<file path="config.mk">
export PLATFORM = sky130hd
export DESIGN_NAME = note_input_encoder_flat
export DESIGN_NICKNAME = d
export VERILOG_FILES = /design/src/rtl/note_input_encoder_pkg.sv /design/src/rtl/note_input_encoder_if.sv /design/src/rtl/note_input_encoder_debounce_vec.sv /design/src/rtl/note_input_encoder.sv /design/src/flat_wrapper.sv
export SDC_FILE = /design/constraint.sdc
export NUM_CORES = 1
export LEC_CHECK = 0
export CAP_MARGIN = 20
export CORE_ASPECT_RATIO = 0.8
export CORE_UTILIZATION = 60
export DETAILED_ROUTE_END_ITERATION = 6
export PLACE_DENSITY = 0.85
export SYNTH_ARGS = -nofsm -noshare
export SYNTH_HDL_FRONTEND = slang
export SYNTH_HIERARCHICAL = 1
export SYNTH_SLANG_ARGS = --single-unit
export TNS_END_PERCENT = 1
</file>
<file path="constraint.sdc">
create_clock -name clk -period 5.5 [get_ports clk]
set_clock_uncertainty 0.2 [all_clocks]
set_input_delay 1.375 -clock clk [delete_from_list [all_inputs] [get_ports clk]]
set_output_delay 1.375 -clock clk [all_outputs]
set_load 0.005 [all_outputs]
</file>
<file path="src/rtl/note_input_encoder_pkg.sv">
// Constants shared by the note input encoder, the LED driver and the tone generator.
// Covers the note codes, the octave encodings, the FSM states and the key/octave decode helpers.
package note_input_encoder_pkg;

  typedef enum logic [2:0] {
    n_space = 3'd0,
    n_do    = 3'd1,
    n_re    = 3'd2,
    n_mi    = 3'd3,
    n_fa    = 3'd4,
    n_so    = 3'd5,
    n_la    = 3'd6,
    n_q1    = 3'd7
  } note_t;

  localparam logic [1:0] oct_normal = 2'b00;
  localparam logic [1:0] oct_high   = 2'b01;
  localparam logic [1:0] oct_low    = 2'b10;

  typedef enum logic [1:0] {
    st_idle     = 2'd0,
    st_held     = 2'd1,
    st_conflict = 2'd2
  } state_t;

  typedef struct packed {
    note_t code;
    logic  single;
    logic  multi;
  } key_enc_t;

  // code is n_space unless exactly one key is down
  function automatic key_enc_t encode_keys(input logic [6:0] keys);
    key_enc_t   enc;
    logic [2:0] ones;
    enc.code = n_space;
    ones     = '0;
    for (int unsigned i = 0; i < 7; i++) begin
      if (keys[i]) begin
        ones     = ones + 3'd1;
        enc.code = note_t'(3'(i + 1));
      end
    end
    enc.single = (ones == 3'd1);
    enc.multi  = (ones > 3'd1);
    if (!enc.single) enc.code = n_space;
    return enc;
  endfunction

  function automatic logic [1:0] decode_octave(input logic [1:0] btn);
    logic [1:0] oct;
    case (btn)
      oct_low:  oct = oct_low;
      oct_high: oct = oct_high;
      default:  oct = oct_normal;
    endcase
    return oct;
  endfunction

endpackage

</file>
<file path="src/rtl/note_input_encoder_if.sv">
// Raw note/octave inputs and encoded note events exchanged with the note input encoder.
interface note_input_encoder_if #(
  parameter int unsigned HOLD_W = 16
);
  logic              EN;
  logic [6:0]        note_sw;
  logic [1:0]        octave_btn;
  logic [2:0]        note_code;
  logic              note_valid;
  logic              note_press;
  logic              note_release;
  logic [1:0]        octave;
  logic [1:0]        press_octave;
  logic [HOLD_W-1:0] hold_len;
  logic              multi_key;

  modport master (
    output EN, note_sw, octave_btn,
    input  note_code, note_valid, note_press, note_release,
           octave, press_octave, hold_len, multi_key
  );

  modport slave (
    input  EN, note_sw, octave_btn,
    output note_code, note_valid, note_press, note_release,
           octave, press_octave, hold_len, multi_key
  );
endinterface

</file>
<file path="src/rtl/note_input_encoder_debounce_vec.sv">
// Two-flop synchroniser plus whole-vector debounce: the vector must be unchanged
// for DB_CYCLES consecutive synchronised samples before it becomes stable.
module debounce_vec #(
  parameter int unsigned W         = 7,
  parameter int unsigned DB_CYCLES = 2_000_000
) (
  input  logic         clk,
  input  logic         rst,
  input  logic [W-1:0] raw,
  output logic [W-1:0] stable
);

  localparam int unsigned   CW       = (DB_CYCLES > 2) ? $clog2(DB_CYCLES) : 1;
  localparam logic [CW-1:0] CNT_LAST = CW'(DB_CYCLES - 1);
  localparam logic [CW-1:0] CNT_COPY = CW'(DB_CYCLES - 2);

  logic [W-1:0]  sync1;
  logic [W-1:0]  sync2;
  logic [W-1:0]  cand;
  logic [CW-1:0] cnt;

  // Copy happens on the increment that reaches DB_CYCLES-1 and every cycle after.
  always_ff @(posedge clk or posedge rst) begin
    if (rst) begin
      sync1  <= '0;
      sync2  <= '0;
      cand   <= '0;
      cnt    <= '0;
      stable <= '0;
    end else begin
      sync1 <= raw;
      sync2 <= sync1;
      if (sync2 != cand) begin
        cand <= sync2;
        cnt  <= '0;
      end else begin
        if (cnt != CNT_LAST) cnt <= cnt + CW'(1);
        if (cnt >= CNT_COPY) stable <= cand;
      end
    end
  end

endmodule

</file>
<file path="src/rtl/note_input_encoder.sv">
// Debounces the note switches and octave buttons, then tracks the held note
// and emits registered press/release events, octave and hold duration.
module note_input_encoder
  import note_input_encoder_pkg::*;
#(
  parameter int unsigned DB_CYCLES   = 2_000_000,
  parameter int unsigned TICK_CYCLES = 100_000,
  parameter int unsigned HOLD_W      = 16
) (
  input logic                clk,
  input logic                rst,
  note_input_encoder_if.slave bus
);

  localparam int unsigned   TW        = (TICK_CYCLES > 1) ? $clog2(TICK_CYCLES) : 1;
  localparam logic [TW-1:0] TICK_LAST = TW'(TICK_CYCLES - 1);

  logic [6:0]        keys;
  logic [1:0]        oct_stable;
  key_enc_t          enc;
  logic [1:0]        oct_now;

  state_t            state, state_d;
  note_t             code_q, code_d;
  logic              press_q, press_d;
  logic              rel_q, rel_d;
  logic              valid_q, multi_q;
  logic [1:0]        octave_q;
  logic [1:0]        poct_q, poct_d;
  logic [HOLD_W-1:0] hold_q, hold_d;
  logic [TW-1:0]     tick_q, tick_d;

  debounce_vec #(.W(7), .DB_CYCLES(DB_CYCLES)) u_sw_db (
    .clk    (clk),
    .rst    (rst),
    .raw    (bus.note_sw),
    .stable (keys)
  );

  debounce_vec #(.W(2), .DB_CYCLES(DB_CYCLES)) u_oct_db (
    .clk    (clk),
    .rst    (rst),
    .raw    (bus.octave_btn),
    .stable (oct_stable)
  );

  always_comb begin
    enc     = encode_keys(keys);
    oct_now = decode_octave(oct_stable);
  end

  always_comb begin
    state_d = state;
    code_d  = code_q;
    press_d = 1'b0;
    rel_d   = 1'b0;
    poct_d  = poct_q;
    hold_d  = hold_q;
    tick_d  = tick_q;
    unique case (state)
      st_idle: begin
        if (bus.EN && enc.single) begin
          state_d = st_held;
          press_d = 1'b1;
          code_d  = enc.code;
          poct_d  = oct_now;
          hold_d  = '0;
          tick_d  = '0;
        end else if (bus.EN && enc.multi) begin
          state_d = st_conflict;
        end
      end
      st_held: begin
        if (!bus.EN || !enc.single) begin
          state_d = enc.multi && bus.EN ? st_conflict : st_idle;
          rel_d   = 1'b1;
          code_d  = n_space;
        end else if (enc.code != code_q) begin
          // slide: end the old note and start the new one on the same edge
          rel_d   = 1'b1;
          press_d = 1'b1;
          code_d  = enc.code;
          poct_d  = oct_now;
          hold_d  = '0;
          tick_d  = '0;
        end else if (tick_q == TICK_LAST) begin
          tick_d = '0;
          if (hold_q != '1) hold_d = hold_q + HOLD_W'(1);
        end else begin
          tick_d = tick_q + TW'(1);
        end
      end
      st_conflict: begin
        if (!bus.EN || (!enc.single && !enc.multi)) state_d = st_idle;
      end
      default: state_d = st_idle;
    endcase
  end

  always_ff @(posedge clk or posedge rst) begin
    if (rst) begin
      state    <= st_idle;
      code_q   <= n_space;
      press_q  <= 1'b0;
      rel_q    <= 1'b0;
      valid_q  <= 1'b0;
      multi_q  <= 1'b0;
      octave_q <= '0;
      poct_q   <= '0;
      hold_q   <= '0;
      tick_q   <= '0;
    end else begin
      state    <= state_d;
      code_q   <= code_d;
      press_q  <= press_d;
      rel_q    <= rel_d;
      valid_q  <= (state_d == st_held);
      multi_q  <= (state_d == st_conflict);
      octave_q <= oct_now;
      poct_q   <= poct_d;
      hold_q   <= hold_d;
      tick_q   <= tick_d;
    end
  end

  assign bus.note_code    = code_q;
  assign bus.note_valid   = valid_q;
  assign bus.note_press   = press_q;
  assign bus.note_release = rel_q;
  assign bus.octave       = octave_q;
  assign bus.press_octave = poct_q;
  assign bus.hold_len     = hold_q;
  assign bus.multi_key    = multi_q;

endmodule
</file>
<file path="src/flat_wrapper.sv">
// flat-port wrapper written by rule: the top's interface ports become plain ports
module note_input_encoder_flat import note_input_encoder_pkg::*;
#(
  parameter int unsigned DB_CYCLES   = 2_000_000,
  parameter int unsigned TICK_CYCLES = 100_000,
  parameter int unsigned HOLD_W      = 16
)
  (clk, rst, bus_EN, bus_note_sw, bus_octave_btn, bus_note_code, bus_note_valid, bus_note_press, bus_note_release, bus_octave, bus_press_octave, bus_hold_len, bus_multi_key);
  note_input_encoder_if #(.HOLD_W(HOLD_W)) bus_i ();
  input logic clk;
  input logic rst;
  input wire logic [$bits(bus_i.EN)-1:0] bus_EN;
  input wire logic [$bits(bus_i.note_sw)-1:0] bus_note_sw;
  input wire logic [$bits(bus_i.octave_btn)-1:0] bus_octave_btn;
  output wire logic [$bits(bus_i.note_code)-1:0] bus_note_code;
  output wire logic [$bits(bus_i.note_valid)-1:0] bus_note_valid;
  output wire logic [$bits(bus_i.note_press)-1:0] bus_note_press;
  output wire logic [$bits(bus_i.note_release)-1:0] bus_note_release;
  output wire logic [$bits(bus_i.octave)-1:0] bus_octave;
  output wire logic [$bits(bus_i.press_octave)-1:0] bus_press_octave;
  output wire logic [$bits(bus_i.hold_len)-1:0] bus_hold_len;
  output wire logic [$bits(bus_i.multi_key)-1:0] bus_multi_key;
  assign bus_i.EN = bus_EN;
  assign bus_i.note_sw = bus_note_sw;
  assign bus_i.octave_btn = bus_octave_btn;
  assign bus_note_code = bus_i.note_code;
  assign bus_note_valid = bus_i.note_valid;
  assign bus_note_press = bus_i.note_press;
  assign bus_note_release = bus_i.note_release;
  assign bus_octave = bus_i.octave;
  assign bus_press_octave = bus_i.press_octave;
  assign bus_hold_len = bus_i.hold_len;
  assign bus_multi_key = bus_i.multi_key;
  note_input_encoder #(.DB_CYCLES(DB_CYCLES), .TICK_CYCLES(TICK_CYCLES), .HOLD_W(HOLD_W)) u_core (.clk(clk), .rst(rst), .bus(bus_i));
endmodule
</file>
=== Yosys cells after proc, flatten, opt, wreduce, memory -nomap -nowiden ===
Cells that the tools add are included.

* Register bits after elaboration: 124
* Latch bits: 0
* Bits in writable memories: 0
* Memory bits (read-only): 0
* Input bits: 12
* Logic and storage cells: 123
* Memories: 0

* Add/sub/neg operators: 10
* $mul: 0
* Div/mod/pow operators: 0
* Order comparisons: 3
* Equality and inequality tests: 20
* Shifts and indexed selects: 0
* Multiplexer cells: 50
* Bitwise logic cells: 2
* Reduce and logical (&&, ||, !) cells: 18

{| class="wikitable"
|+ Operator list
! cell !! number
|-
| 21-bit 2-to-1 mux || 4
|-
| 16-bit 2-to-1 mux || 5
|-
| 17-bit 2-to-1 mux || 4
|-
| 21-bit by 1-bit adder with 21-bit output, second input constant || 2
|-
| 21-bit greater-or-equal comparator, second input constant || 2
|-
| 3-bit 2-to-1 mux || 14
|-
| 21-bit != test, second input constant || 2
|-
| 17-bit case mux with 2 select lines || 1
|-
| 16-bit case mux with 2 select lines || 1
|-
| 2-bit 2-to-1 mux || 10
|-
| 17-bit by 1-bit adder with 17-bit output, second input constant || 1
|-
| 17-bit equality test, second input constant || 1
|-
| 16-bit by 1-bit adder with 16-bit output, second input constant || 1
|-
| 16-bit != test, second input constant || 1
|-
| 3-bit by 1-bit adder with 3-bit output, second input constant || 5
|-
| 3-bit by 1-bit != test with 1-bit output, second input constant || 3
|-
| 2-bit case mux with 2 select lines || 2
|-
| 7-bit != test || 1
|-
| 2-bit by 1-bit equality test with 1-bit output, second input constant || 3
|-
| 2-bit equality test, second input constant || 3
|-
| 1-bit 2-to-1 mux || 6
|-
| 2-bit case mux with 3 select lines || 1
|-
| 3-bit case mux with 2 select lines || 1
|-
| 3-bit AND reduction || 2
|-
| 17 further kinds || 27
|}

=== Depth between registers and ports, before layout ===
Gate-level depths: netlist of run 1.

* Depth in word-level cells: 20
* Mapped depth: 22
* Gate-level depth less buffers: 21

=== Hierarchy ===
Netlist of run 1, hierarchy kept.

{| class="wikitable"
|+ By module, submodules not included
! module !! times used !! cells each !! area an instance (µm²) !! seq. area each (µm²)
|-
| note_input_encoder || 1 || 307 || 2906.5 || 1151.1
|-
| debounce_vec (u_core.u_sw_db) || 1 || 183 || 2103.3 || 1226.2
|-
| debounce_vec (u_core.u_oct_db) || 1 || 140 || 1410.1 || 725.7
|}

=== Worst setup path after synthesis of run 1 ===
Ideal clock, no wire load.

* Path kind: register -> register
* Start point: reg u_core.u_sw_db.stable[0]
* End point: reg u_core.poct_q[0] (netlist: u_core/bus.press_octave[0])
* Library setup time: 0.125 ns
* Data arrival time: 4.436 ns
* Data required time: 5.175 ns
* Path slack: 0.738 ns
* Cell stages (with the launch flop): 22
* Clock period less this slack: 4.762 ns
* Cell sequence: dfrtp_1 > inv_1 > ha_1 > xor2_1 > ha_1 > mux2_2 > ha_1 > mux2_2 > ha_1 > nand2_1 > o31ai_1 > and2_1 > ha_1 > nand2_1 > xor2_1 > xnor2_1 > and3_1 > a41oi_4 > a21boi_2 > nor2_2 > buf_6 > mux2_4

* Cells in the longest elaborated chain, start to end: 18
* Elaborated cells between the ends (all ways): 29
* Classes of those cells: 6 x add/sub; 5 x eq/ne; 14 x mux; 4 x reduce/logical

{| class="wikitable"
|+ Ends and longest elaborated chain
! item !! line !! RTL
|-
| from (decl) || note_input_encoder_debounce_vec.sv:10 || <nowiki>output logic [W-1:0] stable</nowiki>
|-
| from (signal assigned) || note_input_encoder_debounce_vec.sv:38 || <nowiki>if (cnt >= CNT_COPY) stable <= cand;</nowiki>
|-
| 1-bit 2-to-1 mux * || note_input_encoder_pkg.sv:39 || <nowiki>if (keys[i]) begin</nowiki>
|-
| 1-bit by 1-bit adder with 2-bit output || note_input_encoder_pkg.sv:40 || <nowiki>ones = ones + 3'd1;</nowiki>
|-
| 3-bit 2-to-1 mux || note_input_encoder_pkg.sv:39 ||
|-
| 3-bit by 1-bit adder with 3-bit output || note_input_encoder_pkg.sv:40 ||
|-
| 3-bit 2-to-1 mux || note_input_encoder_pkg.sv:39 ||
|-
| 3-bit by 1-bit adder with 3-bit output || note_input_encoder_pkg.sv:40 ||
|-
| 3-bit 2-to-1 mux || note_input_encoder_pkg.sv:39 ||
|-
| 3-bit by 1-bit adder with 3-bit output || note_input_encoder_pkg.sv:40 ||
|-
| [2 not listed] || n/a ||
|-
| 3-bit 2-to-1 mux || note_input_encoder_pkg.sv:39 ||
|-
| 3-bit by 1-bit adder with 3-bit output || note_input_encoder_pkg.sv:40 ||
|-
| 3-bit 2-to-1 mux || note_input_encoder_pkg.sv:39 ||
|-
| 3-bit by 1-bit equality test with 1-bit output || note_input_encoder_pkg.sv:44 || <nowiki>enc.single = (ones == 3'd1);</nowiki>
|-
| 3-bit 2-to-1 mux / 1-bit logical NOT (equally long branches) || n/a ||
|-
| 3-bit != test / 1-bit logical OR (equally long branches) || note_input_encoder.sv:78, note_input_encoder.sv:74 ||
|-
| 2-bit by 1-bit != test with 1-bit output (no source line) / 2-bit != test (equally long branches) || n/a ||
|-
| 4-bit AND reduction (no source line) * || n/a ||
|-
| to (signal assigned) || note_input_encoder.sv:120 || <nowiki>poct_q <= poct_d;</nowiki>
|-
| to (decl) || note_input_encoder.sv:29 || <nowiki>logic [1:0] poct_q, poct_d;</nowiki>
|}

Mark *: on every way between the ends. The rest lies on a longest branch, timed or not.
A chain may end at the register's enable or synchronous reset.

=== Worst setup path after layout of run 1 ===
* Start point: reg u_core.u_sw_db.stable[0]
* End point: reg u_core.poct_q[1] (netlist: u_core/bus.press_octave[1])

The elaborated chain is that of the path after synthesis.

==> metrics.txt, run 1 <==
status completed; Clock Sinks 124; max cap viols 0; Ys Warns 6; Post-Syn Nets 655; core area 10,300 µm²; worst r2r path cells 21; Top Ports 39; H-Tree Depth 4; DR vias 4,944; R2R setup slack 0.23 ns; library cells used by synthesis 72; Logic pwr share 2.1%; Initial DRT Pass Iterations 5; Synth Register Bits 124; Post-DRT Antenna Nets 0; cts hold-fix bufs 0; met2 usage 45.2%; Min Clock Period, post-route 5.27 ns; main flop type after synthesis dfrtp_1; met1 Use GR 33.5%; Post-synth EDFFs 0; post-route setup TNS 0 ns; worst hold stages 0; detailed router's first-iteration violation count 501; Routed Wire Length 13.8 mm; vias in the first global route 4,948; Synth Cell Area 6420 µm²; Worst Hold Class reg2reg; clock latency at the later pin of the worst-skew pair 0.42 ns; fmax 0.190 GHz; final cycle utilization of the critical path 95.9%; Avg Vias per Cell 6.08; Num CTS Buffers 17; static leakage 3.15 nW; Remaining Overflow, GRT 0; WL per Instance 17.0 µm; Antenna diodes 0; gr busiest metal met2; CP Capture Type flop; TritonCTS clock tree built; Setup CP Type reg2reg; GRT met3 Usage 5.68%; Worst Tran Pin Value 0.940 ns; register area share after synthesis 48.3%; hold path startpoint u_core/u_sw_db/sync1[2]; Final Hold Vio Count 0; # port buffers 38; Mean Syn Cell Area 10.2 µm²; Area Overhead vs Synth 16.7%; Power Internal 1.66 mW; Syn Inst Count 630; Peak VDD IR 0.000180 V; Critical Path RT 5.60 ns; RR Startpoint u_core/u_sw_db/stable[0]; crit-path max FO 8; P per Cell Area 282 nW/µm²; # nets final 685; Die Span X 118 µm; DR DRC count 0; Slew Viols, Final 0; clock group share of total power 53.8%; Initial Util 62.2%; Setup Viol. Count Final 0; GRT Total Usage 26.7%; GP Congestion 0.897; number of antenna violations at the first check in global routing 0; Reg power frac 44.1%; Slew headroom 37.2%; Switch Pwr 0.451 mW; first-pass GRT wire length 23.4 mm; HPWL Detailed 8.99 mm; cell row count 33; chip height 94.5 µm; die area 11,100 µm²; Hold Path Sink u_core/u_sw_db/sync2[2]; Sw Ratio 21.3%; Worst-path clk slew 0.06 ns; largest net degree at the start of global routing 47; share of cells above drive strength 1 11.9%; Setup WS post-layout 0.227 ns; pre-CTS setup slack 0.137 ns; crit path DAT 5.37 ns; CTS Buffer Depth 2; asr flop ratio synth 100%; worst reg2reg path endpoint u_core/bus.press_octave[1]; CP startpoint kind flop; Root Driver clkbuf_16
==> metal layers <==
| layer | vias up | wire length [µm] |
|---|---|---|
| li1 | 2307 | - |
| met1 | 2444 | 6060 |
| met2 | 165 | 6910 |
| met3 | 28 | 587 |
| met4 | 0 | 271 |
| met5 | - | 0 |
==> how the worst max path moves through the flow <==
stage / from / endpoint / slack [ns]
final: u_core/u_sw_db/stable[0] / u_core/bus.press_octave[1] / 0.23
after global routing: u_core/u_sw_db/stable[0] / u_core/bus.press_octave[1] / -0.007
after CTS: u_core/u_sw_db/stable[0] / u_core/tick_q[8] / 0.02
after detailed placement: u_core/u_sw_db/stable[0] / u_core/tick_q[8] / 0.14
after global placement: u_core/u_sw_db/stable[0] / u_core/tick_q[8] / 0.55
after floorplan: u_core/u_sw_db/stable[0] / u_core/bus.press_octave[0] / 0.74
==> stage by stage <==
| step | cells | area, µm² | hold WS (ns) | power [mW] | util (%) |
|---|---|---|---|---|---|
| finish | 813 | 7490 | 0.148 | 2.12 | 72.6 |
| global route | 813 | 7490 | 0.154 | 2.18 | 72.6 |
| CTS | 811 | 7450 | 0.148 | 2.13 | 72.1 |
| detailed placement | 779 | 6840 | 0.137 | 0.993 | 66.3 |
| global placement | 779 | 6840 | 0.132 | 0.990 | 66.3 |
| floorplan | 630 | 6420 | 0.131 | 0.976 | - |
==> sequential cells by signal (all words and copies together), names as in the netlist, 2 cells and up <==
| name | cells |
|---|---|
| u_core/u_oct_db/sync2 | 2 |
| u_core/u_sw_db/cnt | 21 |
| u_core/u_oct_db/sync1 | 2 |
| u_core/u_oct_db/cand | 2 |
| u_core/bus.note_code | 3 |
| u_core/u_oct_db/cnt | 21 |
| u_core/u_sw_db/cand | 7 |
| u_core/bus.octave | 2 |
| u_core/u_sw_db/sync1 | 7 |
| u_core/tick_q | 17 |
| u_core/u_sw_db/stable | 7 |
| u_core/state | 2 |
| u_core/u_oct_db/stable | 2 |
| u_core/bus.hold_len | 16 |
| u_core/bus.press_octave | 2 |
| u_core/u_sw_db/sync2 | 7 |
==> critical path: stages (launching register included) <==
cell and delay, ns:
dfrtp_1 0.40, inv_1 0.07, ha_1 0.34, xor2_1 0.18, ha_1 0.34, mux2_2 0.31
ha_1 0.31, mux2_2 0.27, ha_1 0.28, nand2_1 0.05, o31ai_1 0.14, and2_1 0.20
ha_1 0.14, nand2_1 0.08, xor2_2 0.23, xnor2_2 0.27, a31oi_1 0.17, a211oi_4 0.35
a21boi_2 0.11, nor2_2 0.18, buf_4 0.21, mux2_2 0.35
==> synth_stat cells, types with 2 or more instances <==
master / n / area (µm²)
a211oi_1: 2 / 15.0
a21oi_1: 19 / 95.1
a22o_1: 3 / 26.3
a311oi_1: 2 / 17.5
a31o_1: 2 / 17.5
a31oi_1: 18 / 113
a41oi_1: 2 / 17.5
and2_0: 2 / 12.5
and2_1: 2 / 12.5
and3_1: 12 / 75.1
and4_1: 7 / 61.3
and4_2: 2 / 20.0
buf_2: 10 / 50.1
buf_6: 4 / 45.0
clkbuf_1: 18 / 67.6
dfrtp_1: 124 / 3100
ha_1: 13 / 163
inv_1: 18 / 67.6
mux2_1: 2 / 22.5
mux2_2: 10 / 113
mux2i_1: 9 / 90.1
nand2_1: 51 / 191
nand2b_1: 4 / 25.0
nand3_1: 31 / 155
nand3b_1: 2 / 15.0
nand4_1: 15 / 93.8
nor2_1: 58 / 218
nor2_2: 2 / 12.5
nor2b_1: 3 / 18.8
nor3_1: 23 / 115
nor3b_1: 2 / 15.0
nor4_1: 5 / 31.3
nor4_2: 2 / 25.0
nor4b_2: 2 / 30.0
o211ai_1: 2 / 15.0
o21ai_0: 25 / 125
o21bai_1: 9 / 67.6
o31ai_1: 8 / 60.1
or2_2: 2 / 12.5
or3_1: 15 / 93.8
or4_1: 4 / 30.0
xnor2_1: 34 / 298
xor2_1: 21 / 184
==> cells in the final DEF, fill, tap and decap left out, types with 9 or more instances in the layout <==
cell,instances
a31oi_1,18
mux2i_1,9
nand3_1,31
nor2_1,58
and3_1,12
or3_1,15
nor3_1,23
nand2_1,51
o21ai_0,25
xor2_1,20
mux2_2,10
inv_1,16
dfrtp_1,124
o21bai_1,9
a21oi_1,19
ha_1,13
clkbuf_16,17
clkdlybuf4s50_1,38
xnor2_1,33
nand4_1,15
==> layout make-up <==
type                    count  area, µm²
well taps                 140        175
clock inverters            14        169
fillers                   698       2830
clock buffers              18        439
multi-input cells         453       3090
inverters                  19       71.3
flip-flops and latches    124       3100
repair buffers             45        444
==> cells by family (layout without fill, tap and decap cells) <==
kind of cell             after synthesis  in the layout  synth area share, %
XOR/XNOR                              59             59                 8.87
AND/OR/NAND/NOR                      253            253                 21.0
AO/OA/AOI/OAI                        105            105                 11.4
buffers and inverters                 53             96                 3.82
multiplexers                          23             23                 4.09
adder cells (fa/ha/maj)               13             13                 2.53
flip-flops                           124            124                 48.3
==> repair_timing <==
| action | 4_1_cts | 5_1_grt |
|---|---|---|
| endpoints found under the setup margin | 0 | 25 |
| setup buffers | 0 | 0 |
| gates resized for setup | 0 | 3 |
==> power groups by stage <==
stage                     Clock [mW]  Sequential (mW)  Combinational, mW
final                           1.14            0.933             0.0446
after global routing            1.19            0.934             0.0514
after CTS                       1.15            0.933             0.0444
after detailed placement           0            0.949             0.0443
after global placement             0            0.948             0.0422
after floorplan                    0            0.946             0.0292
No activity file was read; power rests on OpenSTA's default activity.
==> inputs of run 2 (changes only) <==
--- a/config.mk
+++ b/config.mk
@@ -9,6 +9,7 @@
 export CORE_ASPECT_RATIO = 0.8
 export CORE_UTILIZATION = 60
 export DETAILED_ROUTE_END_ITERATION = 6
+export MAX_ROUTING_LAYER = met4
 export PLACE_DENSITY = 0.85
 export SYNTH_ARGS = -nofsm -noshare
 export SYNTH_HDL_FRONTEND = slang
==> run 2 against run 1 <==
Routed wire length increased by 1.8%; first-iteration DRC count grew 8.2%; worst setup slack worse by 0.020 ns; sequential power hardly changed; fmax shrank 0.37%; critical path type unchanged.
==> metrics.txt, run 2 (synthesis results as in run 1) <==
status completed (unchanged); Remaining Overflow, GRT 0 (unchanged); WP buf/inv 2 (unchanged); fmax 0.189 GHz (was 0.190 GHz); pre-CTS setup slack 0.137 ns (unchanged); Worst Hold Class reg2reg (unchanged); Setup WS post-layout 0.208 ns (was 0.227 ns); CTS Buffer Depth 2 (unchanged); post-route setup TNS 0 ns (unchanged); # port buffers 38 (unchanged); Avg Vias per Cell 6.17 (was 6.08); cell chain of the critical path inv_1 -> ha_1 -> xor2_1 -> ha_1 -> mux2_2 -> ha_1 -> mux2_2 -> ha_1 -> nand2_1 -> o31ai_1 -> and2_1 -> ha_1 -> nand2_1 -> xor2_2 -> xnor2_2 -> a31oi_1 -> a211oi_4 -> a21boi_2 -> nor2_2 -> buf_4 -> mux2_2 (unchanged); Top Ports 39 (unchanged); Worst Tran Pin Value 0.934 ns (was 0.940 ns); Post-Layout Cell Count 813 (unchanged); Largest regs u_core/u_oct_db/cnt x21, u_core/u_sw_db/cnt x21, u_core/tick_q x17 (unchanged); Worst-path clk slew 0.06 ns (about the same); GRT Total Usage 27.5% (was 26.7%); slowest stage delay, CP 0.40 ns (about the same); Slew Viols, Final 0 (unchanged); met1 Use GR 33.6% (was 33.5%); Peak VDD IR 0.000184 V (was 0.000180 V); cell row count 33 (unchanged); first-pass GRT wire length 23.4 mm (about the same); # nets final 685 (unchanged); TritonCTS clock tree built (unchanged); most frequent cells in the layout dfrtp_1, nor2_1, nand2_1 (unchanged); DR vias 5,013 (was 4,944); die area 11,100 µm² (unchanged); Setup CP Type reg2reg (unchanged); Initial DRT Pass Iterations 5 (unchanged); GP Congestion 0.912 (was 0.897); WL per Instance 17.3 µm (was 17.0 µm); share of cells above drive strength 1 11.9% (unchanged); Num CTS Buffers 17 (unchanged); H-Tree Depth 4 (unchanged); largest net degree at the start of global routing 47 (unchanged); Crit path max-delay family adder cells (unchanged); hold path startpoint u_core/u_sw_db/sync1[0] (was u_core/u_sw_db/sync1[2]); Hold Path Sink u_core/u_sw_db/sync2[0] (was u_core/u_sw_db/sync2[2]); chip height 94.5 µm (unchanged); placed insts 779 (unchanged); Root Driver clkbuf_16 (unchanged); static leakage 3.16 nW (was 3.15 nW); met2 usage 45.2% (about the same); vias in the first global route 4,950 (was 4,948); Final Cell Area 7500 µm² (was 7490 µm²); Final Hold Vio Count 0 (unchanged); max cap viols 0 (unchanged); core area 10,300 µm² (unchanged); Post-DRT Antenna Nets 0 (unchanged); most common cell after layout, fill and taps aside dfrtp_1 (unchanged); placed inst area 6840 µm² (unchanged); Area Overhead vs Synth 16.9% (was 16.7%); CP max-delay cell dfrtp_1 (unchanged); Die Span X 118 µm (unchanged); Initial Util 62.2% (unchanged); Clock Sinks 124 (unchanged); CP Capture Type flop (unchanged); worst reg2reg path endpoint u_core/bus.press_octave[1] (unchanged); detailed router's first-iteration violation count 542 (was 501); HPWL Detailed 8.99 mm (unchanged); CP startpoint kind flop (unchanged); cts hold-fix bufs 0 (unchanged); worst r2r path cells 21 (unchanged); Antenna diodes 0 (unchanged); Critical Path RT 5.59 ns (was 5.60 ns); P per Cell Area 282 nW/µm² (about the same); R2R setup slack 0.21 ns (was 0.23 ns); gr busiest metal met2 (unchanged); Resized Gates After CTS 0 (unchanged); GRT met3 Usage 5.68% (unchanged); clock latency at the later pin of the worst-skew pair 0.41 ns (was 0.42 ns); worst hold stages 0 (unchanged); postcts setup bufs 0 (unchanged); RR Startpoint u_core/u_sw_db/stable[0] (unchanged); crit path DAT 5.39 ns (was 5.37 ns); Min Clock Period, post-route 5.29 ns (was 5.27 ns); DR DRC count 0 (unchanged); Slew headroom 37.7% (was 37.2%); Routed Wire Length 14.1 mm (was 13.8 mm); most frequent CP cell ha_1 (unchanged); crit-path max FO 8 (unchanged); Setup Viol. Count Final 0 (unchanged); final cycle utilization of the critical path 96.2% (was 95.9%); number of antenna violations at the first check in global routing 0 (unchanged)
[run 2: report_power, final]
group | internal (mW) | switching, mW
Sequential | 0.924 | 0.00851
Clock | 0.725 | 0.414
Combinational | 0.0158 | 0.0300
Total | 1.67 | 0.453
[run 2: cell type report]
cell class / count / area [µm²]
Inverter: 19 / 71.3
Tap cell: 140 / 175
Fill cell: 696 / 2820
Timing Repair Buffer: 45 / 457
Clock inverter: 14 / 169
Clock buffer: 18 / 439
Sequential cell: 124 / 3100
Multi-Input combinational cell: 453 / 3090
[run 2: metrics by stage]
step                utilization (%)  hold WS, ns  power (mW)
floorplan                         -        0.131       0.976
global placement               66.3        0.132       0.990
detailed placement             66.3        0.137       0.993
CTS                            72.1        0.148        2.13
global route                   72.7        0.154        2.18
finish                         72.7        0.149        2.12
[run 2: layer usage]
metal | vias to the layer above | part of all wire [%]
li1 | 2307 | -
met1 | 2467 | 42
met2 | 201 | 50
met3 | 38 | 5.3
met4 | 0 | 2.4
met5 | - | 0
[run 2: worst max-delay path by stage]
stage                                         from                         end  slack [ns]  depth (start not counted)
after global routing      u_core/u_sw_db/stable[0]  u_core/bus.press_octave[1]      -0.007                         21
after floorplan           u_core/u_sw_db/stable[0]  u_core/bus.press_octave[0]        0.74                         21
final                     u_core/u_sw_db/stable[0]  u_core/bus.press_octave[1]        0.21                         21
after global placement    u_core/u_sw_db/stable[0]            u_core/tick_q[8]        0.55                         20
after CTS                 u_core/u_sw_db/stable[0]            u_core/tick_q[8]        0.02                         20
after detailed placement  u_core/u_sw_db/stable[0]            u_core/tick_q[8]        0.14                         20
==> inputs of run 3 (changes only) <==
--- a/config.mk
+++ b/config.mk
@@ -7,6 +7,7 @@
 export LEC_CHECK = 0
 export CAP_MARGIN = 20
 export CORE_ASPECT_RATIO = 0.8
+export CORE_MARGIN = 8
 export CORE_UTILIZATION = 60
 export DETAILED_ROUTE_END_ITERATION = 6
 export MAX_ROUTING_LAYER = met4
==> run 3 against run 2 <==
Routed wire length is 1.3% lower; first-iteration DRC count is 18% lower; die area is 28% higher; sequential share of layout area is 0.26 points higher; worst hold slack worse by 0.0040 ns; final area is 0.63% lower; core utilization is 0.46 points lower; largest cell class unchanged; highest routed layer unchanged; critical path type unchanged; flip-flop and latch count stayed put; via count is 2.1% lower; total power is 3.0% lower.
==> metrics.txt, run 3 (synthesis results as in run 1) <==
pre-CTS setup slack 0.219 ns (was 0.137 ns); placed insts 779 (unchanged); GRT Total Usage 21.0% (was 27.5%); CP startpoint kind flop (unchanged); RSZ-0062 raised after global routing true; HPWL Detailed 9.16 mm (was 8.99 mm); chip height 109 µm (was 94.5 µm); fmax 0.189 GHz (about the same); Worst Hold Class reg2reg (unchanged); Initial Util 62.2% (unchanged); worst hold stages 0 (unchanged); Slew Viols, Final 0 (unchanged); Fillers 700 (was 696); crit-path max FO 40 (was 8); CTS Buffer Depth 2 (unchanged); Power, Total 2.05 mW (was 2.12 mW); Slew headroom 37.0% (was 37.7%); Min Clock Period, post-route 5.29 ns (about the same); DR DRC count 0 (unchanged); Final Hold Vio Count 0 (unchanged); TritonCTS clock tree built (unchanged); Remaining Overflow, GRT 0 (unchanged); hold slack 0.145 ns (was 0.149 ns); placed inst area 6840 µm² (unchanged); worst r2r path cells 20 (was 21); GP Congestion 0.898 (was 0.912); final cycle utilization of the critical path 96.2% (about the same); postcts setup bufs 0 (unchanged); Setup WS post-layout 0.210 ns (was 0.208 ns); # nets final 685 (unchanged); Crit path max-delay family simple AND/OR/NAND/NOR gates (was adder cells); Worst-path clk slew 0.05 ns (was 0.06 ns); Num CTS Buffers 17 (unchanged); Largest regs u_core/u_oct_db/cnt x21, u_core/u_sw_db/cnt x21, u_core/tick_q x17 (unchanged); Final Core Density 72.2% (was 72.7%); number of antenna violations at the first check in global routing 0 (unchanged); hold path startpoint u_core/u_oct_db/sync1[1] (was u_core/u_sw_db/sync1[0]); CP Launch Point u_core/u_sw_db/stable[0] (unchanged); Critical Path RT 5.59 ns (about the same); CP max-delay cell or3_4 (was dfrtp_1); DR vias 4,910 (was 5,013); max cap viols 0 (unchanged); Post-DRT Antenna Nets 0 (unchanged); slowest stage delay, CP 0.59 ns (was 0.40 ns); post-route setup TNS 0 ns (unchanged); Antenna diodes 0 (unchanged); Area Overhead vs Synth 16.2% (was 16.9%); Post-Layout Cell Count 813 (unchanged); multi-input combinational cell area 3080 µm² (was 3090 µm²); Setup Viol. Count Final 0 (unchanged); Initial DRT Pass Iterations 5 (unchanged); WP buf/inv 1 (was 2); clock latency at the later pin of the worst-skew pair 0.41 ns (about the same); Hold Path Sink u_core/u_oct_db/sync2[1] (was u_core/u_sw_db/sync2[0]); # port buffers 38 (unchanged); WL per Instance 17.1 µm (was 17.3 µm); detailed router's first-iteration violation count 446 (was 542); crit path DAT 5.38 ns (was 5.39 ns); status completed (unchanged); cell chain of the critical path inv_1 -> ha_1 -> xor2_1 -> ha_1 -> mux2_2 -> ha_1 -> mux2_2 -> ha_1 -> nand2_1 -> o31ai_1 -> and2_1 -> ha_1 -> nand2_1 -> xor2_1 -> xor2_1 -> or3_4 -> nor4_2 -> nand3_1 -> xor2_1 -> nor2_1 (was inv_1 -> ha_1 -> xor2_1 -> ha_1 -> mux2_2 -> ha_1 -> mux2_2 -> ha_1 -> nand2_1 -> o31ai_1 -> and2_1 -> ha_1 -> nand2_1 -> xor2_2 -> xnor2_2 -> a31oi_1 -> a211oi_4 -> a21boi_2 -> nor2_2 -> buf_4 -> mux2_2); Clock Sinks 124 (unchanged); H-Tree Depth 4 (unchanged); CP Capture Type flop (unchanged); Final Cell Area 7460 µm² (was 7500 µm²); die area 14,300 µm² (was 11,100 µm²); cell row count 33 (unchanged); Top Ports 39 (unchanged); first-pass GRT wire length 23.8 mm (was 23.4 mm); core area 10,300 µm² (unchanged); most common cell after layout, fill and taps aside dfrtp_1 (unchanged); worst reg2reg path endpoint u_core/tick_q[13] (was u_core/bus.press_octave[1]); most frequent CP cell ha_1 (unchanged); vias in the first global route 4,963 (was 4,950); Root Driver clkbuf_16 (unchanged); most frequent cells in the layout dfrtp_1, nor2_1, nand2_1 (unchanged); P per Cell Area 276 nW/µm² (was 282 nW/µm²); Setup CP Type reg2reg (unchanged); Peak VDD IR 0.000216 V (was 0.000184 V); Worst Tran Pin Value 0.944 ns (was 0.934 ns); Routed Wire Length 13.9 mm (was 14.1 mm); Avg Vias per Cell 6.04 (was 6.17); R2R setup slack 0.21 ns (about the same); static leakage 3.13 nW (was 3.16 nW); RR Startpoint u_core/u_sw_db/stable[0] (unchanged); register area 3100 µm² (unchanged); largest net degree at the start of global routing 50 (was 47); Die Span X 132 µm (was 118 µm); share of cells above drive strength 1 11.3% (was 11.9%)
run 3: cell types whose count changed in the layout (fill, tap and decap cells not counted), moves of 2 or more:
cell	before	now
clkinv_4	3	1
buf_8	0	2
inv_6	2	0
clkinvlp_4	2	4
clkbuf_1	0	2
run 3: area by class of cell:
class / instances / area share, %
flip-flops and latches: 124 / 41.6
multi-input cells: 453 / 41.3
clock buffers: 21 / 6.17
repair buffers: 45 / 6.01
well taps: 140 / 2.35
clock inverters: 11 / 1.59
inverters: 19 / 0.956
run 3: what timing repair did:
item,4_1_cts,5_1_grt
hold endpoints to repair,0,0
gates resized for setup,0,2
hold buffers,0,0
setup endpoints to repair,0,23
run 3: report_power, final:
group	internal [mW]	leakage, nW	total [mW]	switching, mW
sequential	0.925	1.67	0.933	0.00845
combinational	0.0148	1.18	0.0441	0.0293
clock	0.687	0.275	1.08	0.391
run 3: routing by layer:
layer	wire [µm]	share of wire, %	vias up	track usage [%]
met5	0	0	-	-
met4	219	1.6	0	7.52
met3	742	5.3	24	4.96
met2	6990	50	154	35.3
met1	5930	43	2431	24.6
li1	-	-	2301	-
run 3: how the worst max path moves through the flow:
stage | slack (ns) | end | cells after the start
CTS | 0.17 | u_core/bus.press_octave[0] | 21
finish | 0.21 | u_core/tick_q[13] | 20
global placement | 0.48 | u_core/bus.press_octave[0] | 21
global route | -0.09 | u_core/bus.press_octave[0] | 21
floorplan | 0.74 | u_core/bus.press_octave[0] | 21
detailed placement | 0.22 | u_core/bus.press_octave[0] | 21
